$ cat src/rtl/matmul_acc_if.sv
// Memory fabric port of the matrix engine: one request channel plus read-data return.
interface matmul_acc_if #(
    parameter int MEM_AW = 16,
    parameter int MEM_DW = 32
);
    logic              mem_req;
    logic              mem_write;
    logic [MEM_AW-1:0] mem_addr;
    logic [MEM_DW-1:0] mem_wdata;
    logic              mem_rdata_vld;
    logic [MEM_DW-1:0] mem_rdata;

    modport master (
        output mem_req, mem_write, mem_addr, mem_wdata,
        input  mem_rdata_vld, mem_rdata
    );

    modport slave (
        input  mem_req, mem_write, mem_addr, mem_wdata,
        output mem_rdata_vld, mem_rdata
    );
endinterface

$ cat src/rtl/matmul_acc.sv
// Memory-mapped C = A*B / C += A*B engine with latency-tolerant reads.
// Build option MATMUL_ACC_SAT_EN: accumulator saturates instead of wrapping.
//
// state | meaning
// IDLE  | waiting for go, config latched on accept
// ROW   | start row i of C (or finish)
// COL   | start element (i,j) of C (or advance row)
// RD_C  | read prior C element into acc (accumulate mode)
// RD_A  | read a_ik, or go write once k reaches aCOLS
// RD_B  | read b_kj
// MAC   | acc += a*b
// WR_C  | write acc to c_ij
// DONE  | one-cycle ret pulse
module matmul_acc #(
    parameter int MEM_AW   = 16,
    parameter int MEM_DW   = 32,
    parameter int DIM_BITS = 16,
    parameter int PREC     = 16
) (
    input  logic                clk,
    input  logic                rst_n,
    input  logic                go,
    input  logic                mode_acc,
    output logic                ret,
    output logic                busy,
    input  logic [MEM_AW-1:0]   aBASE,
    input  logic [MEM_AW-1:0]   bBASE,
    input  logic [MEM_AW-1:0]   cBASE,
    input  logic [DIM_BITS-1:0] aSTRIDE,
    input  logic [DIM_BITS-1:0] bSTRIDE,
    input  logic [DIM_BITS-1:0] cSTRIDE,
    input  logic [DIM_BITS-1:0] aROWS,
    input  logic [DIM_BITS-1:0] aCOLS,
    input  logic [DIM_BITS-1:0] bCOLS,
    matmul_acc_if.master        mem
);

    localparam logic [3:0] S_IDLE = 4'd0;
    localparam logic [3:0] S_ROW  = 4'd1;
    localparam logic [3:0] S_COL  = 4'd2;
    localparam logic [3:0] S_RD_C = 4'd3;
    localparam logic [3:0] S_RD_A = 4'd4;
    localparam logic [3:0] S_RD_B = 4'd5;
    localparam logic [3:0] S_MAC  = 4'd6;
    localparam logic [3:0] S_WR_C = 4'd7;
    localparam logic [3:0] S_DONE = 4'd8;

    logic [3:0]          state_q, state_d;
    logic                req_q, req_d, wr_q, wr_d;
    logic [MEM_AW-1:0]   addr_q, addr_d;
    logic [MEM_DW-1:0]   wdata_q, wdata_d;
    logic                mode_q, mode_d;
    logic [DIM_BITS-1:0] arows_q, arows_d, acols_q, acols_d, bcols_q, bcols_d;
    logic [DIM_BITS-1:0] astride_q, astride_d, bstride_q, bstride_d, cstride_q, cstride_d;
    logic [MEM_AW-1:0]   bbase_q, bbase_d;
    logic [MEM_AW-1:0]   a_i0_q, a_i0_d, a_ik_q, a_ik_d;
    logic [MEM_AW-1:0]   b_0j_q, b_0j_d, b_kj_q, b_kj_d;
    logic [MEM_AW-1:0]   c_i0_q, c_i0_d, c_ij_q, c_ij_d;
    logic [DIM_BITS-1:0] i_q, i_d, j_q, j_d, k_q, k_d;
    logic [MEM_DW-1:0]   acc_q, acc_d;
    logic [PREC-1:0]     a_op_q, a_op_d, b_op_q, b_op_d;

    logic [2*PREC-1:0]   prod;
    logic [MEM_DW-1:0]   prod_ext;
    logic [MEM_DW-1:0]   acc_mac;

    assign prod     = {{PREC{1'b0}}, a_op_q} * {{PREC{1'b0}}, b_op_q};
    assign prod_ext = MEM_DW'(prod);

`ifdef MATMUL_ACC_SAT_EN
    logic [MEM_DW:0] sum_full;
    assign sum_full = {1'b0, acc_q} + {1'b0, prod_ext};
    // Once pinned at all-ones further (non-negative) adds keep it there.
    assign acc_mac  = sum_full[MEM_DW] ? {MEM_DW{1'b1}} : sum_full[MEM_DW-1:0];
`else
    assign acc_mac  = acc_q + prod_ext;
`endif

    assign ret           = (state_q == S_DONE);
    assign busy          = (state_q != S_IDLE);
    assign mem.mem_req   = req_q;
    assign mem.mem_write = wr_q;
    assign mem.mem_addr  = addr_q;
    assign mem.mem_wdata = wdata_q;

    always_comb begin
        state_d   = state_q;
        req_d     = req_q;
        wr_d      = wr_q;
        addr_d    = addr_q;
        wdata_d   = wdata_q;
        mode_d    = mode_q;
        arows_d   = arows_q;
        acols_d   = acols_q;
        bcols_d   = bcols_q;
        astride_d = astride_q;
        bstride_d = bstride_q;
        cstride_d = cstride_q;
        bbase_d   = bbase_q;
        a_i0_d    = a_i0_q;
        a_ik_d    = a_ik_q;
        b_0j_d    = b_0j_q;
        b_kj_d    = b_kj_q;
        c_i0_d    = c_i0_q;
        c_ij_d    = c_ij_q;
        i_d       = i_q;
        j_d       = j_q;
        k_d       = k_q;
        acc_d     = acc_q;
        a_op_d    = a_op_q;
        b_op_d    = b_op_q;

        // Each memory state raises req in its first cycle and drops it on completion,
        // so the next state's first cycle is the mandatory idle gap on the bus.
        case (state_q)
            S_IDLE: begin
                if (go) begin
                    mode_d    = mode_acc;
                    arows_d   = aROWS;
                    acols_d   = aCOLS;
                    bcols_d   = bCOLS;
                    astride_d = aSTRIDE;
                    bstride_d = bSTRIDE;
                    cstride_d = cSTRIDE;
                    bbase_d   = bBASE;
                    a_i0_d    = aBASE;
                    c_i0_d    = cBASE;
                    i_d       = '0;
                    state_d   = S_ROW;
                end
            end
            S_ROW: begin
                if (i_q == arows_q || bcols_q == '0) begin
                    state_d = S_DONE;
                end else begin
                    j_d     = '0;
                    c_ij_d  = c_i0_q;
                    b_0j_d  = bbase_q;
                    state_d = S_COL;
                end
            end
            S_COL: begin
                if (j_q == bcols_q) begin
                    a_i0_d  = a_i0_q + MEM_AW'(astride_q);
                    c_i0_d  = c_i0_q + MEM_AW'(cstride_q);
                    i_d     = i_q + DIM_BITS'(1);
                    state_d = S_ROW;
                end else begin
                    k_d     = '0;
                    acc_d   = '0;
                    a_ik_d  = a_i0_q;
                    b_kj_d  = b_0j_q;
                    state_d = mode_q ? S_RD_C : S_RD_A;
                end
            end
            S_RD_C: begin
                if (!req_q) begin
                    req_d  = 1'b1;
                    addr_d = c_ij_q;
                end else if (mem.mem_rdata_vld) begin
                    acc_d   = mem.mem_rdata;
                    req_d   = 1'b0;
                    state_d = S_RD_A;
                end
            end
            S_RD_A: begin
                if (!req_q) begin
                    if (k_q == acols_q) begin
                        state_d = S_WR_C;
                    end else begin
                        req_d  = 1'b1;
                        addr_d = a_ik_q;
                    end
                end else if (mem.mem_rdata_vld) begin
                    a_op_d  = mem.mem_rdata[PREC-1:0];
                    a_ik_d  = a_ik_q + MEM_AW'(1);
                    req_d   = 1'b0;
                    state_d = S_RD_B;
                end
            end
            S_RD_B: begin
                if (!req_q) begin
                    req_d  = 1'b1;
                    addr_d = b_kj_q;
                end else if (mem.mem_rdata_vld) begin
                    b_op_d  = mem.mem_rdata[PREC-1:0];
                    b_kj_d  = b_kj_q + MEM_AW'(bstride_q);
                    req_d   = 1'b0;
                    state_d = S_MAC;
                end
            end
            S_MAC: begin
                acc_d   = acc_mac;
                k_d     = k_q + DIM_BITS'(1);
                state_d = S_RD_A;
            end
            S_WR_C: begin
                if (!req_q) begin
                    req_d   = 1'b1;
                    wr_d    = 1'b1;
                    addr_d  = c_ij_q;
                    wdata_d = acc_q;
                end else begin
                    req_d   = 1'b0;
                    wr_d    = 1'b0;
                    c_ij_d  = c_ij_q + MEM_AW'(1);
                    b_0j_d  = b_0j_q + MEM_AW'(1);
                    j_d     = j_q + DIM_BITS'(1);
                    state_d = S_COL;
                end
            end
            S_DONE:  state_d = S_IDLE;
            default: state_d = S_IDLE;
        endcase
    end

    always_ff @(posedge clk or negedge rst_n) begin
        if (!rst_n) begin
            state_q   <= S_IDLE;
            req_q     <= 1'b0;
            wr_q      <= 1'b0;
            addr_q    <= '0;
            wdata_q   <= '0;
            mode_q    <= 1'b0;
            arows_q   <= '0;
            acols_q   <= '0;
            bcols_q   <= '0;
            astride_q <= '0;
            bstride_q <= '0;
            cstride_q <= '0;
            bbase_q   <= '0;
            a_i0_q    <= '0;
            a_ik_q    <= '0;
            b_0j_q    <= '0;
            b_kj_q    <= '0;
            c_i0_q    <= '0;
            c_ij_q    <= '0;
            i_q       <= '0;
            j_q       <= '0;
            k_q       <= '0;
            acc_q     <= '0;
            a_op_q    <= '0;
            b_op_q    <= '0;
        end else begin
            state_q   <= state_d;
            req_q     <= req_d;
            wr_q      <= wr_d;
            addr_q    <= addr_d;
            wdata_q   <= wdata_d;
            mode_q    <= mode_d;
            arows_q   <= arows_d;
            acols_q   <= acols_d;
            bcols_q   <= bcols_d;
            astride_q <= astride_d;
            bstride_q <= bstride_d;
            cstride_q <= cstride_d;
            bbase_q   <= bbase_d;
            a_i0_q    <= a_i0_d;
            a_ik_q    <= a_ik_d;
            b_0j_q    <= b_0j_d;
            b_kj_q    <= b_kj_d;
            c_i0_q    <= c_i0_d;
            c_ij_q    <= c_ij_d;
            i_q       <= i_d;
            j_q       <= j_d;
            k_q       <= k_d;
            acc_q     <= acc_d;
            a_op_q    <= a_op_d;
            b_op_q    <= b_op_d;
        end
    end

endmodule
$ cat src/flat_wrapper.sv
// flat-port wrapper written by rule: the top's interface ports become plain ports
module matmul_acc_flat 
#(
    parameter int MEM_AW   = 16,
    parameter int MEM_DW   = 32,
    parameter int DIM_BITS = 16,
    parameter int PREC     = 16
)
  (clk, rst_n, go, mode_acc, ret, busy, aBASE, bBASE, cBASE, aSTRIDE, bSTRIDE, cSTRIDE, aROWS, aCOLS, bCOLS, mem_mem_req, mem_mem_write, mem_mem_addr, mem_mem_wdata, mem_mem_rdata_vld, mem_mem_rdata);
  matmul_acc_if #(.MEM_AW(MEM_AW), .MEM_DW(MEM_DW)) mem_i ();
  input  logic clk;
  input  logic rst_n;
  input  logic go;
  input  logic mode_acc;
  output logic ret;
  output logic busy;
  input  logic [MEM_AW-1:0] aBASE;
  input  logic [MEM_AW-1:0] bBASE;
  input  logic [MEM_AW-1:0] cBASE;
  input  logic [DIM_BITS-1:0] aSTRIDE;
  input  logic [DIM_BITS-1:0] bSTRIDE;
  input  logic [DIM_BITS-1:0] cSTRIDE;
  input  logic [DIM_BITS-1:0] aROWS;
  input  logic [DIM_BITS-1:0] aCOLS;
  input  logic [DIM_BITS-1:0] bCOLS;
  output wire logic [$bits(mem_i.mem_req)-1:0] mem_mem_req;
  output wire logic [$bits(mem_i.mem_write)-1:0] mem_mem_write;
  output wire logic [$bits(mem_i.mem_addr)-1:0] mem_mem_addr;
  output wire logic [$bits(mem_i.mem_wdata)-1:0] mem_mem_wdata;
  input wire logic [$bits(mem_i.mem_rdata_vld)-1:0] mem_mem_rdata_vld;
  input wire logic [$bits(mem_i.mem_rdata)-1:0] mem_mem_rdata;
  assign mem_mem_req = mem_i.mem_req;
  assign mem_mem_write = mem_i.mem_write;
  assign mem_mem_addr = mem_i.mem_addr;
  assign mem_mem_wdata = mem_i.mem_wdata;
  assign mem_i.mem_rdata_vld = mem_mem_rdata_vld;
  assign mem_i.mem_rdata = mem_mem_rdata;
  matmul_acc #(.MEM_AW(MEM_AW), .MEM_DW(MEM_DW), .DIM_BITS(DIM_BITS), .PREC(PREC)) u_core (.clk(clk), .rst_n(rst_n), .go(go), .mode_acc(mode_acc), .ret(ret), .busy(busy), .aBASE(aBASE), .bBASE(bBASE), .cBASE(cBASE), .aSTRIDE(aSTRIDE), .bSTRIDE(bSTRIDE), .cSTRIDE(cSTRIDE), .aROWS(aROWS), .aCOLS(aCOLS), .bCOLS(bCOLS), .mem(mem_i));
endmodule
$ cat config.mk
export PLATFORM = sky130hd
export DESIGN_NAME = matmul_acc_flat
export DESIGN_NICKNAME = d
export VERILOG_FILES = /design/src/rtl/matmul_acc_if.sv /design/src/rtl/matmul_acc.sv /design/src/flat_wrapper.sv
export SDC_FILE = /design/constraint.sdc
export NUM_CORES = 2
export LEC_CHECK = 0
export CAP_MARGIN = 20
export CORE_UTILIZATION = 30
export CTS_BUF_LIST = sky130_fd_sc_hd__clkbuf_4
export DETAILED_ROUTE_END_ITERATION = 8
export SYNTH_ARGS = -nofsm -noshare
export SYNTH_HDL_FRONTEND = slang
export SYNTH_SLANG_ARGS = --single-unit
export TNS_END_PERCENT = 100
$ cat constraint.sdc
create_clock -name clk -period 8.8 [get_ports clk]
set_input_delay 1.32 -clock clk [delete_from_list [all_inputs] [get_ports clk]]
set_output_delay 1.32 -clock clk [all_outputs]
set_load 0.02 [all_outputs]
# Yosys cells after proc, flatten, opt, wreduce, memory -nomap -nowiden
# Index checks and enable logic that the tools add are counted.
totals:
  wordCells: 147
  latch_bits: 0
  out_inout_bits: 52
  mem_bits_ro: 0
  mem_count: 0
  mem_bits_rw: 0
  ff_bits: 375
classes:
  div: 0
  multipliers: 1
  shift: 0
  n_lt_le_gt_ge: 0
  eq_ne: 28
  n_reduce_logical: 26
  bitwise: 1
  n_mux: 56
  add_sub_neg: 10
ops:
  columns: ["op", "n"]
  rows:
  - ["$mux 16", 23]
  - ["$pmux 16 s2", 9]
  - ["$add 16x1->16 const B", 6]
  - ["$mux 32", 3]
  - ["$pmux 32 s3", 1]
  - ["$add 16x16->16", 3]
  - ["$eq 16x16->1", 3]
  - ["$pmux 16 s3", 1]
  - ["$mux 4", 11]
  - ["$add 32x32->32", 1]
  - ["$mul 16x16->32", 1]
  - ["$pmux 4 s8", 1]
  - ["$ne 2x2->1 const B", 10]
  - ["$eq 4x3->1 const B", 4]
  - ["$logic_not 16->1", 1]
  - ["$reduce_and 3->1", 4]
  - ["$reduce_and 4->1", 3]
  - ["$ne 2x1->1 const B", 5]
  - ["$reduce_bool 2->1", 5]
  - ["$reduce_bool 3->1", 3]
  - ["$eq 4x2->1 const B", 2]
  - ["$reduce_and 8->1", 1]
  - ["$reduce_and 2->1", 3]
  - ["$mux 1", 5]
  - ["12 further kinds", 13]

# Longest topological paths before layout
depth:
  depth_word: 4
  mapped_depth: 24

# Worst setup path after synthesis
# Ideal clock, no wire load.
synth_path:
  path_type: "register -> register"
  startpoint: "reg u_core.b_op_q[7]"
  endpoint: "reg u_core.acc_q[30]"
  slack_ps: 2653
  stages_incl_launch_ff: 25
  n_path_buf: 2
  synth_period_minus_slack_ps: 6147
  arrival_time_ps: 6005
  path_cell_list: "dfrtp_1 > clkbuf_1 > clkbuf_1 > nand2_1 > fa_1 > inv_1 > fa_1 > inv_1 > fa_1 > inv_1 > fa_1 > fa_1 > inv_1 > fa_1 > inv_1 > ha_1 > a21oi_1 > a21oi_1 > a311oi_2 > a31oi_1 > a221o_1 > a211oi_2 > a21oi_1 > xnor2_1 > o221ai_1"
synth_via:
  elab_chain_len: 3
synth_rtl:
  columns: ["element", "line", "rtl"]
  rows:
  - ["start: declaration", "matmul_acc.sv:61", "logic [PREC-1:0] a_op_q, a_op_d, b_op_q, b_op_d;"]
  - ["start signal: assignment", "matmul_acc.sv:269", "b_op_q <= b_op_d;"]
  - ["$mul 16x16->32", "matmul_acc.sv:67", "assign prod = {{PREC{1'b0}}, a_op_q} * {{PREC{1'b0}}, b_op_q};"]
  - ["$add 32x32->32", "matmul_acc.sv:76", "assign acc_mac = acc_q + prod_ext;"]
  - ["$pmux 32 s3", "matmul_acc.sv:115", "case (state_q)"]
  - ["end signal: assignment", "matmul_acc.sv:241", "acc_q <= '0;"]
  - ["end signal: assignment", "matmul_acc.sv:267", "acc_q <= acc_d;"]
  - ["end: declaration", "matmul_acc.sv:60", "logic [MEM_DW-1:0] acc_q, acc_d;"]
# No other way between the ends.
# A chain may end at the register's enable or synchronous reset.

# Worst setup path after layout
layout_path:
  startpoint: "reg u_core.a_op_q[10]"
  endpoint: "reg u_core.acc_q[30]"
layout_via:
  elab_chain_len: 3
layout_rtl:
  columns: ["element", "line", "rtl"]
  rows:
  - ["start: declaration", "matmul_acc.sv:61", null]
  - ["start signal: assignment", "matmul_acc.sv:268", "a_op_q <= a_op_d;"]
  - ["$mul 16x16->32", "matmul_acc.sv:67", null]
  - ["$add 32x32->32", "matmul_acc.sv:76", null]
  - ["$pmux 32 s3", "matmul_acc.sv:115", null]
# No other way between the ends.

==> results.txt <==
----------------------------------------------------
[Status]
  Outcome ... finished, final reports clean

[Finish]
  Fill cell total of the finished layout ... 9,782
  Final Net Count ... about 4,000
  Fin cells ... about 4,800
  Signed area change from the synthesized netlist to the final layout ... 17.8%
  Share of layout cells above drive strength 1 ... 0.0786

[Floorplanning]
  Y dimension of the die ... between 300 and 400 µm
  Horizontal extent of the die ... about 310 µm
  I/O pins ... roughly 230
  Effective utilization at floorplan ... 0.303
  Area of the core region ... a little over 90,000 µm²
  Die footprint ... between 90,000 and 100,000 µm²
  Number of standard-cell rows in the floorplan ... around 110

[Hold path]
  Path category of the worst min-delay check ... in -> async

[STA]
  Relative max-transition margin ... 0.296
  Ratio of final minimum period to clock period ... 0.763
  Highest achievable clock rate ... between 0.1 and 0.15 GHz
  Setup_tns ... 0 ps
  Unrepaired setup endpoints after global routing ... no
  Worst Clk Skew ... ~120 ps
  Period minus WS final ... 6710 ps
  Setup-failing EPs final ... 0
  Slew Viols, Final ... 0
  Tightest Pin Transition ... roughly 1100 ps
  Smallest hold slack ... roughly 420 ps
  Final hold vios ... 0

[Detailed routing]
  DRC viols ... 0
  Vias after detailed routing ... roughly 23,000
  Number of vias per cell ... 4.82
  Routed length per placed instance ... 17.1 µm
  First-iteration detailed-routing DRC count ... 1,481
  DR pass1 iterations ... 5
  Aggregate routed wire length ... between 80,000 and 90,000 µm
  Antenna Violating Nets Remaining ... 0

[GRT]
  First-pass GRT wire length ... 132,000 µm
  All-Layer GR Usage ... 0.176
  Overflow after GRT ... 0
  Number of global-route vias before repair ... 23,800
  Pin count of the biggest net entering global routing ... 150
  Initial antenna violation count ... 10

[Clock tree]
  Worst-skew pair later-pin latency ... about 990 ps
  Level count of the clock H-tree ... 3
  Number of hold buffers added after cts ... 0
  Clock tree buffer depth ... 3
  TritonCTS clock tree ... built
  Post-cts sizing count ... 0
  Number of buffers added for setup after CTS ... 0
  Number of clock sinks ... 375
  Root buf cell ... sky130_fd_sc_hd__clkbuf_4
  Number of buffers added by the clock tree synthesis step ... around 110
  Clock slew at reported path FFs ... approximately 70 ps

[Worst setup path]
  Max FO, Critical Path ... 17
  Crit path kind ... reg -> reg
  Worst endpoint required time ... about 9600 ps
  Element type at the critical path end ... flip-flop
  Arrival time of the worst setup path ... approximately 7500 ps
  Launching element type of the critical path ... flip-flop

[Synthesis]
  Syn Nets ... between 3,000 and 4,000
  FF+latch count, synth ... 375
  Avg Cell Area, Syn ... 8.72 µm²
  Number of warnings issued by yosys ... 0
  Count of flip-flops with a built-in enable after synthesis ... 0
  Cell area after technology mapping ... approximately 28,000 µm²
  Library cell occupying the most area in the post-synthesis netlist ... sky130_fd_sc_hd__dfrtp_1
  Cells after synthesis ... between 3,000 and 4,000
  Main flop type after synthesis ... sky130_fd_sc_hd__dfrtp_1
  Most frequent cells after synthesis ... sky130_fd_sc_hd__nand2_1 (714), sky130_fd_sc_hd__dfrtp_1 (375), sky130_fd_sc_hd__inv_1 (372)
  Async set-reset flop share out of synthesis ... 1.00
  Cell variety after synth ... 74
  Leading cell types by total area after synthesis ... sky130_fd_sc_hd__dfrtp_1 (33%), sky130_fd_sc_hd__fa_1 (16%), sky130_fd_sc_hd__nand2_1 (9.5%)
  Library cell with the highest instance count after synthesis ... sky130_fd_sc_hd__nand2_1
  Portion of synthesized cell area occupied by the leading cell type ... 0.331
  Sequential element share of the synthesized area ... 0.331

[Placed design]
  Port buffer count ... about 230
  HPWL after DPL ... roughly 62,000 µm
  Gpl congestion ... roughly 0.9
  Total placed cells including tap cells ... between 4,000 and 5,000

[Run]
  Max Cap Viol ... 0

----------------------------------------------------
placed cells by master (no fill, tap or decap), types with 18 or more instances in the layout:
cell,instances
sky130_fd_sc_hd__nor3_1,28
sky130_fd_sc_hd__clkdlybuf4s50_1,231
sky130_fd_sc_hd__nand3_1,68
sky130_fd_sc_hd__a21o_1,24
sky130_fd_sc_hd__and2_1,122
sky130_fd_sc_hd__a21oi_1,200
sky130_fd_sc_hd__clkinv_1,20
sky130_fd_sc_hd__nand4_1,30
sky130_fd_sc_hd__fa_1,228
sky130_fd_sc_hd__a31oi_1,29
sky130_fd_sc_hd__mux2_2,49
sky130_fd_sc_hd__nor2_1,146
sky130_fd_sc_hd__buf_4,22
sky130_fd_sc_hd__ha_1,150
sky130_fd_sc_hd__clkbuf_4,161
sky130_fd_sc_hd__nand2_1,714
sky130_fd_sc_hd__and3_1,23
sky130_fd_sc_hd__xnor2_1,52
sky130_fd_sc_hd__o21ai_0,155
sky130_fd_sc_hd__dfrtp_1,375
sky130_fd_sc_hd__or3_1,25
sky130_fd_sc_hd__o22ai_1,18
sky130_fd_sc_hd__xor2_1,64
sky130_fd_sc_hd__inv_1,372
area by class of cell:
type | count | area [µm²] | share of cell area
diodes | 8 | 20.0 | 0.000600
clock buffers | 161 | 1210 | 0.0362
clock inverters | 34 | 201 | 0.00603
inverters | 373 | 1400 | 0.0419
multi-input cells | 2352 | 17100 | 0.511
flip-flops and latches | 375 | 9380 | 0.281
well taps | 1254 | 1570 | 0.0470
repair buffers | 256 | 2530 | 0.0759
state kept, by name (all words and copies together) (netlist names), 4 cells and up:
register and count:
u_core.a_op_q 16, u_core.a_ik_q 16, u_core.bstride_q 16, u_core.bcols_q 16
u_core.b_kj_q 16, u_core.b_0j_q 16, u_core.c_ij_q 16, u_core.k_q 16
u_core.j_q 16, u_core.b_op_q 16, u_core.bbase_q 16, u_core.state_q 4
u_core.mem.mem_wdata 32, u_core.i_q 16, u_core.c_i0_q 16, u_core.mem.mem_addr 16
u_core.arows_q 16, u_core.cstride_q 16, u_core.acols_q 16, u_core.acc_q 32
u_core.astride_q 16, u_core.a_i0_q 16
layer usage:
layer	global-route usage	vias up	routed length, µm
met2	0.286	670	38000
met4	0.0542	8	2170
met1	0.229	11200	35400
met3	0.0458	150	6580
met5	0	-	49
li1	-	11100	-
metrics by stage:
| stage | cell area, µm² | setup slack, ps | util |
|---|---|---|---|
| finish | 33400 | 2090 | 0.357 |
| global route | 33400 | 1410 | 0.357 |
| CTS | 33300 | 1970 | 0.357 |
| detailed placement | 31900 | 1970 | 0.342 |
| global placement | 31900 | 2080 | 0.342 |
| floorplan | 28300 | 2650 | - |
kinds of logic (layout without fill, tap and decap cells):
family	after synthesis	in the layout	share of synthesized area
AND/OR/NAND/NOR	1235	1235	0.193
AO/OA/AOI/OAI	569	569	0.122
buffers and inverters	521	824	0.0693
adder cells (fa/ha/maj)	378	378	0.227
flip-flops	375	375	0.331
XOR/XNOR	116	116	0.0359
multiplexers	54	54	0.0212
other	0	8	0
critical path: stages (launching register included):
cell and delay, ps:
sky130_fd_sc_hd__dfrtp_1 740, sky130_fd_sc_hd__nand2_1 160, sky130_fd_sc_hd__fa_1 540, sky130_fd_sc_hd__fa_1 580, sky130_fd_sc_hd__fa_1 450, sky130_fd_sc_hd__fa_1 550
sky130_fd_sc_hd__inv_1 50, sky130_fd_sc_hd__fa_1 470, sky130_fd_sc_hd__inv_1 50, sky130_fd_sc_hd__fa_1 470, sky130_fd_sc_hd__inv_1 40, sky130_fd_sc_hd__ha_1 350
sky130_fd_sc_hd__nand2_1 90, sky130_fd_sc_hd__o211ai_1 270, sky130_fd_sc_hd__a311oi_2 180, sky130_fd_sc_hd__a31oi_1 600, sky130_fd_sc_hd__a221o_1 370, sky130_fd_sc_hd__a211oi_2 110
sky130_fd_sc_hd__a21oi_1 190, sky130_fd_sc_hd__xnor2_1 130, sky130_fd_sc_hd__o221ai_1 130
worst paths after layout:
check,from,end,slack [ps],cells past startpoint
worst max-delay path,u_core.a_op_q[10],u_core.acc_q[30],2090,20
worst min-delay path,rst_n,u_core.i_q[11],420,1
worst max register to register,u_core.a_op_q[10],u_core.acc_q[30],2090,20
worst min register to register,u_core.acc_q[5],u_core.mem.mem_wdata[5],470,1
max in group asynchronous,rst_n,u_core.mem.mem_addr[13],6930,2
min in group clk,u_core.acc_q[5],u_core.mem.mem_wdata[5],470,1
Power is left out: the tool's default activity adds up to more than one toggle a clock period on the data nets, which glitch-free logic cannot reach.
